File: config.mk
export PLATFORM = sky130hd
export DESIGN_NAME = tmr_counter
export DESIGN_NICKNAME = d
export VERILOG_FILES = /design/src/rtl/tmr_counter.sv
export SDC_FILE = /design/constraint.sdc
export NUM_CORES = 1
export LEC_CHECK = 0
export CAP_MARGIN = 20
export CORE_ASPECT_RATIO = 1.25
export CORE_MARGIN = 5
export CORE_UTILIZATION = 43
export CTS_BUF_LIST = sky130_fd_sc_hd__clkbuf_16
export DETAILED_ROUTE_END_ITERATION = 10
export GPL_TIMING_DRIVEN = 0
export PLACE_DENSITY = 0.79
export SLEW_MARGIN = 10
export SYNTH_ARGS = -nofsm -noshare
export SYNTH_HDL_FRONTEND = slang
export SYNTH_SLANG_ARGS = --single-unit
export TNS_END_PERCENT = 10
File: constraint.sdc
create_clock -name clk -period 2.47 [get_ports clk]
set_input_delay 0.741 -clock clk [delete_from_list [all_inputs] [get_ports clk]]
set_output_delay 0.741 -clock clk [all_outputs]
set_load 0.01 [all_outputs]
File: src/rtl/tmr_counter.sv
// 64-bit timer counter split into two DATA_W halves, with software load,
// clear on timer disable, debug-halt freeze and a sticky compare interrupt.
module tmr_counter #(
   parameter int unsigned            DATA_W   = 32,
   parameter logic [2*DATA_W-1:0]    CNT_INIT = '0
) (
   input  logic              clk,
   input  logic              rst_n,
   input  logic              timer_en,
   input  logic              count_en,
   input  logic              cnt0_wr_en,
   input  logic              cnt1_wr_en,
   input  logic [DATA_W-1:0] wdata,
   input  logic [DATA_W-1:0] comp0,
   input  logic [DATA_W-1:0] comp1,
   input  logic              int_en,
   input  logic              int_st_clr,
   input  logic              dbg_mode,
   input  logic              dbg_halt,
   output logic [DATA_W-1:0] cnt0,
   output logic [DATA_W-1:0] cnt1,
   output logic              int_st,
   output logic              tim_int,
   output logic              halt_ack
);

   localparam int unsigned CNT_W = 2 * DATA_W;

   logic [CNT_W-1:0] cnt_q;
   logic [CNT_W-1:0] cnt_d;
   logic             int_st_q;
   logic             int_st_d;
   logic             halt_ack_q;
   logic             halt_ack_d;
   logic             timer_en_q;
   logic             timer_en_d;
   logic             ten_fall_c;
   logic             match_c;

   // Timer-enable falling edge and compare match on the registered counter
   always_comb begin
      ten_fall_c = timer_en_q & ~timer_en;
      match_c    = timer_en & (cnt_q == {comp1, comp0});
   end

   // Counter next value: SW load, then disable clear, then increment, else hold
   always_comb begin
      cnt_d = cnt_q;
      if (cnt0_wr_en || cnt1_wr_en) begin
         if (cnt0_wr_en) cnt_d[DATA_W-1:0]     = wdata;
         if (cnt1_wr_en) cnt_d[CNT_W-1:DATA_W] = wdata;
      end else if (ten_fall_c) begin
         cnt_d = CNT_INIT;
      end else if (timer_en && count_en && !halt_ack_q) begin
         cnt_d = cnt_q + CNT_W'(1);
      end
   end

   // Sticky status (set beats clear), halt acknowledge and enable history
   always_comb begin
      int_st_d   = int_st_q;
      if (int_st_clr) int_st_d = 1'b0;
      if (match_c)    int_st_d = 1'b1;
      halt_ack_d = dbg_mode & dbg_halt;
      timer_en_d = timer_en;
   end

   // State registers
   always_ff @(posedge clk or negedge rst_n) begin
      if (!rst_n) begin
         cnt_q      <= CNT_INIT;
         int_st_q   <= 1'b0;
         halt_ack_q <= 1'b0;
         timer_en_q <= 1'b0;
      end else begin
         cnt_q      <= cnt_d;
         int_st_q   <= int_st_d;
         halt_ack_q <= halt_ack_d;
         timer_en_q <= timer_en_d;
      end
   end

   // Output mapping; tim_int is a combinational gate of the sticky status
   always_comb begin
      cnt0     = cnt_q[DATA_W-1:0];
      cnt1     = cnt_q[CNT_W-1:DATA_W];
      int_st   = int_st_q;
      tim_int  = int_st_q & int_en;
      halt_ack = halt_ack_q;
   end

endmodule

# ---- After elaboration in Yosys (flattened, before gate mapping)
# Cells that the tools add are included.
dict set report op_classes {
  addsub 1
  n_eq_ne 3
  muxes 7
  bitwise_logic 5
  n_reduce_logical 8
}
# cell n
set ops {}
lappend ops {{$mux 64} 3}
lappend ops {{$add 64x1->64 const B} 1}
lappend ops {{$eq 64x64->1} 1}
lappend ops {{$mux 32} 2}
lappend ops {{$and 1x1->1} 4}
lappend ops {{$ne 2x2->1 const B} 2}
lappend ops {{$reduce_and 2->1} 2}
lappend ops {{$reduce_bool 3->1} 1}
lappend ops {{$logic_and 1x1->1} 2}
lappend ops {{$mux 1} 2}
lappend ops {{$reduce_bool 2->1} 1}
lappend ops {{$logic_not 1->1} 1}
lappend ops {{$logic_or 1x1->1} 1}
lappend ops {{$not 1->1} 1}
dict set report totals {
  regBits 67
  elab_cells 29
}

# ---- Depth between registers and ports, before layout
dict set report logic_depth {
  ltp_word 5
  depth_mapped 9
}

# ---- Worst setup path after synthesis
# Ideal clock, no wire load.
dict set report synth_path {
  path_kind {register to register}
  start {reg cnt_q[0]}
  end {reg cnt_q[58]}
  t_arrival_ns 2.355
  setup_slack_ns -0.014
  stages_incl_launch_ff 10
  path_buffers 2
  synth_period_minus_slack_ns 2.484
  cell_sequence {dfrtp_1 -> ha_1 -> nand3_2 -> or3_1 -> buf_4 -> or3_4 -> buf_6 -> nor4_4 -> o21ai_0 -> o2bb2ai_1}
}
dict set report synth_between {
  elab_chain_cells 4
}
# element line_no
set synth_lines {}
lappend synth_lines {{start, declared} 29} ;# logic [CNT_W-1:0] cnt_q;
lappend synth_lines {{start signal, assigned} 76} ;# cnt_q <= cnt_d;
lappend synth_lines {{$add 64x1->64} 55} ;# cnt_d = cnt_q + CNT_W'(1);
lappend synth_lines {{$mux 64} 54} ;# end else if (timer_en && count_en && !halt_ack_q) begin
lappend synth_lines {{$mux 64} 52} ;# end else if (ten_fall_c) begin
lappend synth_lines {{$mux 64} 49} ;# if (cnt0_wr_en || cnt1_wr_en) begin
# Every way passes these cells. The select of a mux whose other input is x is not followed.
# A chain may end at the register's enable or synchronous reset.

# ---- Worst setup path after layout
dict set report layout_path {
  start {in comp1[14]}
  end {reg int_st_q, in the netlist int_st}
}
dict set report layout_between {
  elab_chain_cells 3
  word_cells_on_any_way 4
  cone_classes {eq/ne: 1; mux: 1; bitwise: 1; reduce/logical: 1}
}
# element line_no
set layout_lines {}
lappend layout_lines {{start, declared} 15} ;# input logic [DATA_W-1:0] comp1,
lappend layout_lines {{$eq 64x64->1 (*)} 43} ;# match_c = timer_en & (cnt_q == {comp1, comp0});
lappend layout_lines {{$and 1x1->1 (*)} 43}
lappend layout_lines {{$mux 1 / $reduce_bool 2->1 (equally long branches)} n/a}
lappend layout_lines {{end signal, assigned} 77} ;# int_st_q <= int_st_d;
lappend layout_lines {{end, declared} 31} ;# logic int_st_q;
# Every way passes the cells marked *; elsewhere a longest branch is shown, timed or not.

==> qor.csv <==
metric;value;unit
status;complete, but fails checks;
violations;negative setup slack;
cts_tree;built;
coreArea;0.0120;mm2
initial_core_util;0.437;
r2r_slack;10;ps
slew_viol_final;0;
finalCriticalPeriod;2480;ps
wl_per_cell;27.7;um
fillers;1085;
crit_top_cell;nand4_1;
ys_ff_latch;67;
worst_skew_pair.late_latency;350;ps
timing.fmax;404;MHz
multi_input_comb_area;0.00339;mm2
clkSlewWorstSetupHoldPaths;60;ps
synthCells;662;
overflow;0;
dp_hpwl;21400;um
arrival;2710;ps
htreeDepth;3;
nets;965;
vias;6868;
worst_pin_slew;760;ps
cts_sinks;67;
grt_pass1_vias;6869;
drc_errors;0;
drtIter0Drc;834;
critPathMaxFanout;1;
worst-path-buf-inv;1;
clockRootBuffer;clkbuf_16;
vdd_drop_max;0.335;mV
grt_pass1_wl;41800;um
total_leakage_power;3.06;nW
p_total;4.25;mW
cts_buffers;9;
die_height;134;um
grt_util_all_layers;0.386;
maxCapViolCount;0;
synth-edff-count;0;
syn_area;0.00526;mm2
routed_wl;28400;um
rsz0062_at_grt;true;
clockBufferDepth;2;
die_w;109;um
layout-drive-gt1-share;0.126;
dieArea;0.0146;mm2
path_cells;clkdlybuf4s50_1, xor2_1, nor4_2, nand4_1, nor4_4, nand4_1, o32ai_1;
reg2reg_depth;8;
hp-class;primary input to async pin;
period_share;1.00;
crit_cells;7;
crit_family;simple AND/OR/NAND/NOR gates;
ant_nets;0;
io_pins;173;
crit_slowest_cell;clkdlybuf4s50_1;
syn-mean-instance-area;7.95;um2
end_kind;flip-flop;
ys_types;64;
globalplace.congestion;1.00;
yosysWarnings;0;
hold_buffers;0;
crit_required;2700;ps
grt_max_degree;51;
syn_nets;769;
portBuffers;172;
timing_worst_setup_path_type;primary input to flip-flop;
hold_violations;0;
antenna_found_initial;0;
rows;45;
yosysSeqAreaShare;0.319;
hold_slack;270;ps
power.density;545;mW/mm2
diodes;0;
startpoint_type;primary input;
ff_latch_area;0.00169;mm2
cp_slowest_stage_delay;420;ps
syn2layout_area_growth;48.3;%
synthArstFlopShare;1.00;
vias_per_cell;6.69;
drt-pass1-iter-count;6;
setup_viol;1;
skew;6.08;ps
setup_ws;-5.84;ps
relSlewSlack;0.489;
synthFlopType;dfrtp_1;
==> path summary, 6_finish.rpt <==
check / endpoint / start
setup / recovery: int_st$_DFFE_PN0P_ / comp1[14]
hold reg to reg: cnt_q[62]$_DFFE_PN0P_ / cnt_q[62]$_DFFE_PN0P_
setup reg to reg: cnt_q[62]$_DFFE_PN0P_ / cnt_q[11]$_DFFE_PN0P_
max in group asynchronous: cnt_q[5]$_DFFE_PN0P_ / rst_n
hold / removal: cnt_q[19]$_DFFE_PN0P_ / rst_n
min in group clk: cnt_q[62]$_DFFE_PN0P_ / cnt_q[62]$_DFFE_PN0P_
==> per-layer routing <==
layer  up-vias  part of all wire  GRT usage
li1       2886                 -          -
met1      3218              0.34      0.463
met2       601              0.46      0.607
met3       163              0.13      0.106
met4         0             0.070      0.236
met5         -                 0          0
==> synth_stat cells, types with 5 or more instances <==
| cell type | instances | area, um2 |
|---|---|---|
| nor2_1 | 41 | 154 |
| a22oi_1 | 8 | 60.1 |
| nor4_4 | 5 | 106 |
| buf_4 | 5 | 37.5 |
| buf_1 | 6 | 22.5 |
| or3_1 | 8 | 50.1 |
| nand4_1 | 31 | 194 |
| dfrtp_1 | 67 | 1680 |
| o21ai_0 | 61 | 305 |
| nand2_1 | 59 | 221 |
| nor3_1 | 16 | 80.1 |
| clkbuf_1 | 33 | 124 |
| nor4_1 | 16 | 100 |
| a31oi_1 | 8 | 50.1 |
| xnor2_1 | 27 | 236 |
| o31ai_1 | 5 | 37.5 |
| o2bb2ai_1 | 6 | 52.6 |
| a21oi_1 | 37 | 185 |
| and3_1 | 17 | 106 |
| xor2_1 | 21 | 184 |
| a22o_1 | 12 | 105 |
| o31a_1 | 14 | 123 |
| inv_1 | 27 | 101 |
| and2_1 | 7 | 43.8 |
| a221oi_1 | 6 | 52.6 |
| o22ai_1 | 16 | 100 |
| a32oi_1 | 7 | 61.3 |
| nand3_1 | 28 | 140 |
==> layout make-up <==
type | count | share of cell area
inverters | 27 | 0.0130
repair buffers | 187 | 0.236
multi-input cells | 518 | 0.435
flip-flops and latches | 67 | 0.217
well taps | 164 | 0.0263
plain buffers | 48 | 0.0406
clock inverters | 7 | 0.00369
clock buffers | 9 | 0.0289
==> metrics by stage <==
stage / setup WS [ps] / setup TNS (ps) / util / cell area (um2) / instances
floorplan: 4.25 / 0 / - / 5260 / 662
global placement: -2100 / -191650 / 0.597 / 7190 / 998
detailed placement: -1310 / -70920 / 0.599 / 7220 / 999
CTS: -86.1 / -575 / 0.635 / 7650 / 1022
global route: -89.2 / -631 / 0.648 / 7800 / 1027
finish: -5.84 / -5.84 / 0.648 / 7800 / 1027
==> cell usage in the layout (no fill, tap or decap), drive strengths merged, types with 10 or more instances in the layout <==
cell type | netlist | layout
clkbuf | 33 | 39
o21ai | 64 | 64
and2 | 10 | 10
nor4 | 21 | 21
dfrtp | 67 | 67
nand4 | 33 | 33
o31a | 15 | 15
or3 | 10 | 10
a21oi | 37 | 37
nor3 | 16 | 16
inv | 27 | 30
nand3 | 29 | 29
nor2 | 41 | 41
nand2 | 59 | 59
and3 | 17 | 17
xor2 | 21 | 21
clkdlybuf4s50 | 0 | 168
buf | 17 | 36
o22ai | 16 | 16
xnor2 | 27 | 27
a22o | 12 | 12
==> registers in the layout, indices dropped and copies added (netlist names) <==
signal and flops:
cnt_q 64, halt_ack 1, int_st 1, timer_en_q 1
==> report_power, final <==
part	switching, mW	total [mW]	internal, mW
Clock	0.539	1.20	0.659
Combinational	0.769	1.51	0.739
Sequential	0.297	1.54	1.25
Total	1.61	4.25	2.64
==> repair_timing <==
item	CTS	global route
pin swaps	4	9
gates resized for setup	51	55
setup endpoints to repair	66	63
endpoints found under the hold margin	0	0
buffers inserted	7	7
==> kinds of logic (layout without fill, tap and decap cells) <==
kind of cell / Yosys count / after routing / synth area share
AND/OR/NAND/NOR: 256 / 256 / 0.269
buffers and inverters: 77 / 278 / 0.0623
flip-flops: 67 / 67 / 0.319
adder cells (fa/ha/maj): 1 / 1 / 0.00238
multiplexers: 4 / 4 / 0.00785
XOR/XNOR: 48 / 48 / 0.0799
AO/OA/AOI/OAI: 209 / 209 / 0.260
Note: power is estimated with default switching activity, not from simulation.
==> RTL edit: new RTL, same flow settings <==
`DATA_W`: 32 -> 48.
--- a/src/rtl/tmr_counter.sv
+++ b/src/rtl/tmr_counter.sv
@@ -3,3 +3,3 @@
 module tmr_counter #(
-   parameter int unsigned            DATA_W   = 32,
+   parameter int unsigned            DATA_W   = 48,
    parameter logic [2*DATA_W-1:0]    CNT_INIT = '0
Ports: changed (5 resized); port bits go from 173 to 253. No check against the original RTL was run, so the function may have changed too.
==> RTL edit against the unedited design <==
- the run still ends with setup timing left
- routed wire length up 93%
- synthesized area up 54%
- die area up 49%
- total power up 50%
- fmax down 9.7%
- worst setup slack worse by 0.26 ns
- register-to-register slack worse by 0.28 ns
- design area up 64%
- sequential cell count up 32
- critical endpoint is now cnt_q[59]
- highest routed layer is now met5
==> RTL edit: results (changes against the unedited design) <==
status: "finished, violations left"  # unchanged
failed_checks: "setup timing"  # unchanged
synth_fa_ha_area_share_pct: 0.154  # was 0.238%
post-place-ws_ns: -1.77  # was -1.31 ns
fin_nets: 1529  # was 965
grt_use_total_pct: 47.7  # was 38.6%
synthMuxAreaShare_pct: 1.14  # was 0.785%
irDropWorstVdd_mv: 0.451  # was 0.335 mV
leakage_nw: 4.90  # was 3.06 nW
num_vias: 11800  # was 6,868
largest_register_ffs: 96  # was 64
drt_iter0_markers: 2043  # was 834
finalSetupViolCount: 43  # was 1
place_congestion: 1.09  # was 1.00
combPwrFrac_pct: 37.0  # was 35.5%
grt_max_degree: 77  # was 51
routedWlPerCell_um: 33.9  # was 27.7 um
area_growth_pct: 57.5  # was 48.3%
synth.yosys.seq_area_share_pct: 30.5  # was 31.9%
worstMarginPinSlew_ns: 0.858  # was 0.760 ns
pwr_density_cell_nw_per_um2: 499  # was 545 nW/um2
fin_ws_ns: -0.270  # was -0.00584 ns
syn_nets: 1208  # was 769
clock_skew_ns: 0.0110  # was 0.00608 ns
drive_gt1_share_pct: 22.1  # was 12.6%
synth_warnings: 0  # unchanged
post_dp_cell_area_um2: 11100  # was 7220 um2
yosys.cell_types.count: 70  # was 64
cp.arrival_ns: 3.04  # was 2.71 ns
grt_pass1_wl_mm: 75.9  # was 41.8 mm
tns_ns: -5.23  # was -0.00584 ns
clkLatencyLatePin_ns: 0.37  # was 0.35 ns
numCtsBuffers: 9  # unchanged
detail_route.first_pass.iterations: 7  # was 6
synth_xor_xnor_area_share_pct: 5.61  # was 7.99%
slowest_delay_ns: 0.66  # was 0.42 ns
synthTopCellsByArea: "dfrtp_1 (31%), o21ai_0 (5.6%), xnor2_1 (5.1%)"  # was dfrtp_1 (32%), o21ai_0 (5.8%), xnor2_1 (4.5%)
synth_compound_area_share_pct: 25.4  # was 26.0%
max_flop_register: "cnt_q"  # unchanged
portBuffers: 250  # was 172
pwr-share-seq_pct: 37.5  # was 36.3%
synth_commonest_cells: "dfrtp_1 (99), o21ai_0 (91), nand2_1 (85), nor2_1 (67), clkbuf_1 (65)"  # was dfrtp_1 (67), o21ai_0 (61), nand2_1 (59), nor2_1 (41), a21oi_1 (37)
grt_pass1_vias: 11200  # was 6,869
slowest_stage: "dfrtp_1"  # was clkdlybuf4s50_1
syn_area_per_cell_um2: 7.70  # was 7.95 um2
antenna_found_initial: 2  # was 0
RTL edit: cell count changes in the layout (fill, tap and decap cells not counted), moves of 18 or more:
cell,change
inv_1,+25
nand4_1,+21
a22oi_1,+19
o2bb2ai_1,+18
nand3_1,+19
clkdlybuf4s50_1,+79
dfrtp_2,+42
nand2_1,+20
nor2_1,+22
buf_4,+49
o21ai_0,+20
RTL edit: area by class of cell:
| class | instances | area share (%) |
|---|---|---|
| multi-input cells | 816 | 45.0 |
| flip-flops and latches | 99 | 19.9 |
| clock buffers | 9 | 1.76 |
| clock inverters | 6 | 0.705 |
| plain buffers | 61 | 3.60 |
| inverters | 55 | 1.62 |
| repair buffers | 332 | 25.1 |
| well taps | 232 | 2.27 |
| diodes | 2 | 0.0392 |
RTL edit: cell families (layout without fill, tap and decap cells):
logic type / count (synthesis) / after routing
buf+inv: 138 / 463
simple gates: 446 / 446
xor+xnor: 52 / 52
other cells: 0 / 2
compound gates: 308 / 308
fa+ha+maj: 1 / 1
mux: 9 / 9
flops: 99 / 99
RTL edit: per-layer routing:
metal / vias up / share of wire, % / global-route usage [%] / wire (um)
li1: 4662 / - / - / -
met2: 1237 / 44 / 74.7 / 23800
met5: - / 0.013 / 0 / 7
met1: 5534 / 33 / 54.6 / 18000
met4: 2 / 9.9 / 34.7 / 5410
met3: 406 / 14 / 15.5 / 7530
RTL edit: worst paths after layout:
check	from	end	slack [ns]	cells after the start
min in group clk	int_st	int_st	0.56	1
min	rst_n	halt_ack	0.23	1
max reg2reg	cnt_q[21]	cnt_q[59]	-0.27	7
max in group asynchronous	rst_n	cnt_q[30]	1.50	2
max	cnt_q[21]	cnt_q[59]	-0.27	7
min reg2reg	int_st	int_st	0.56	1
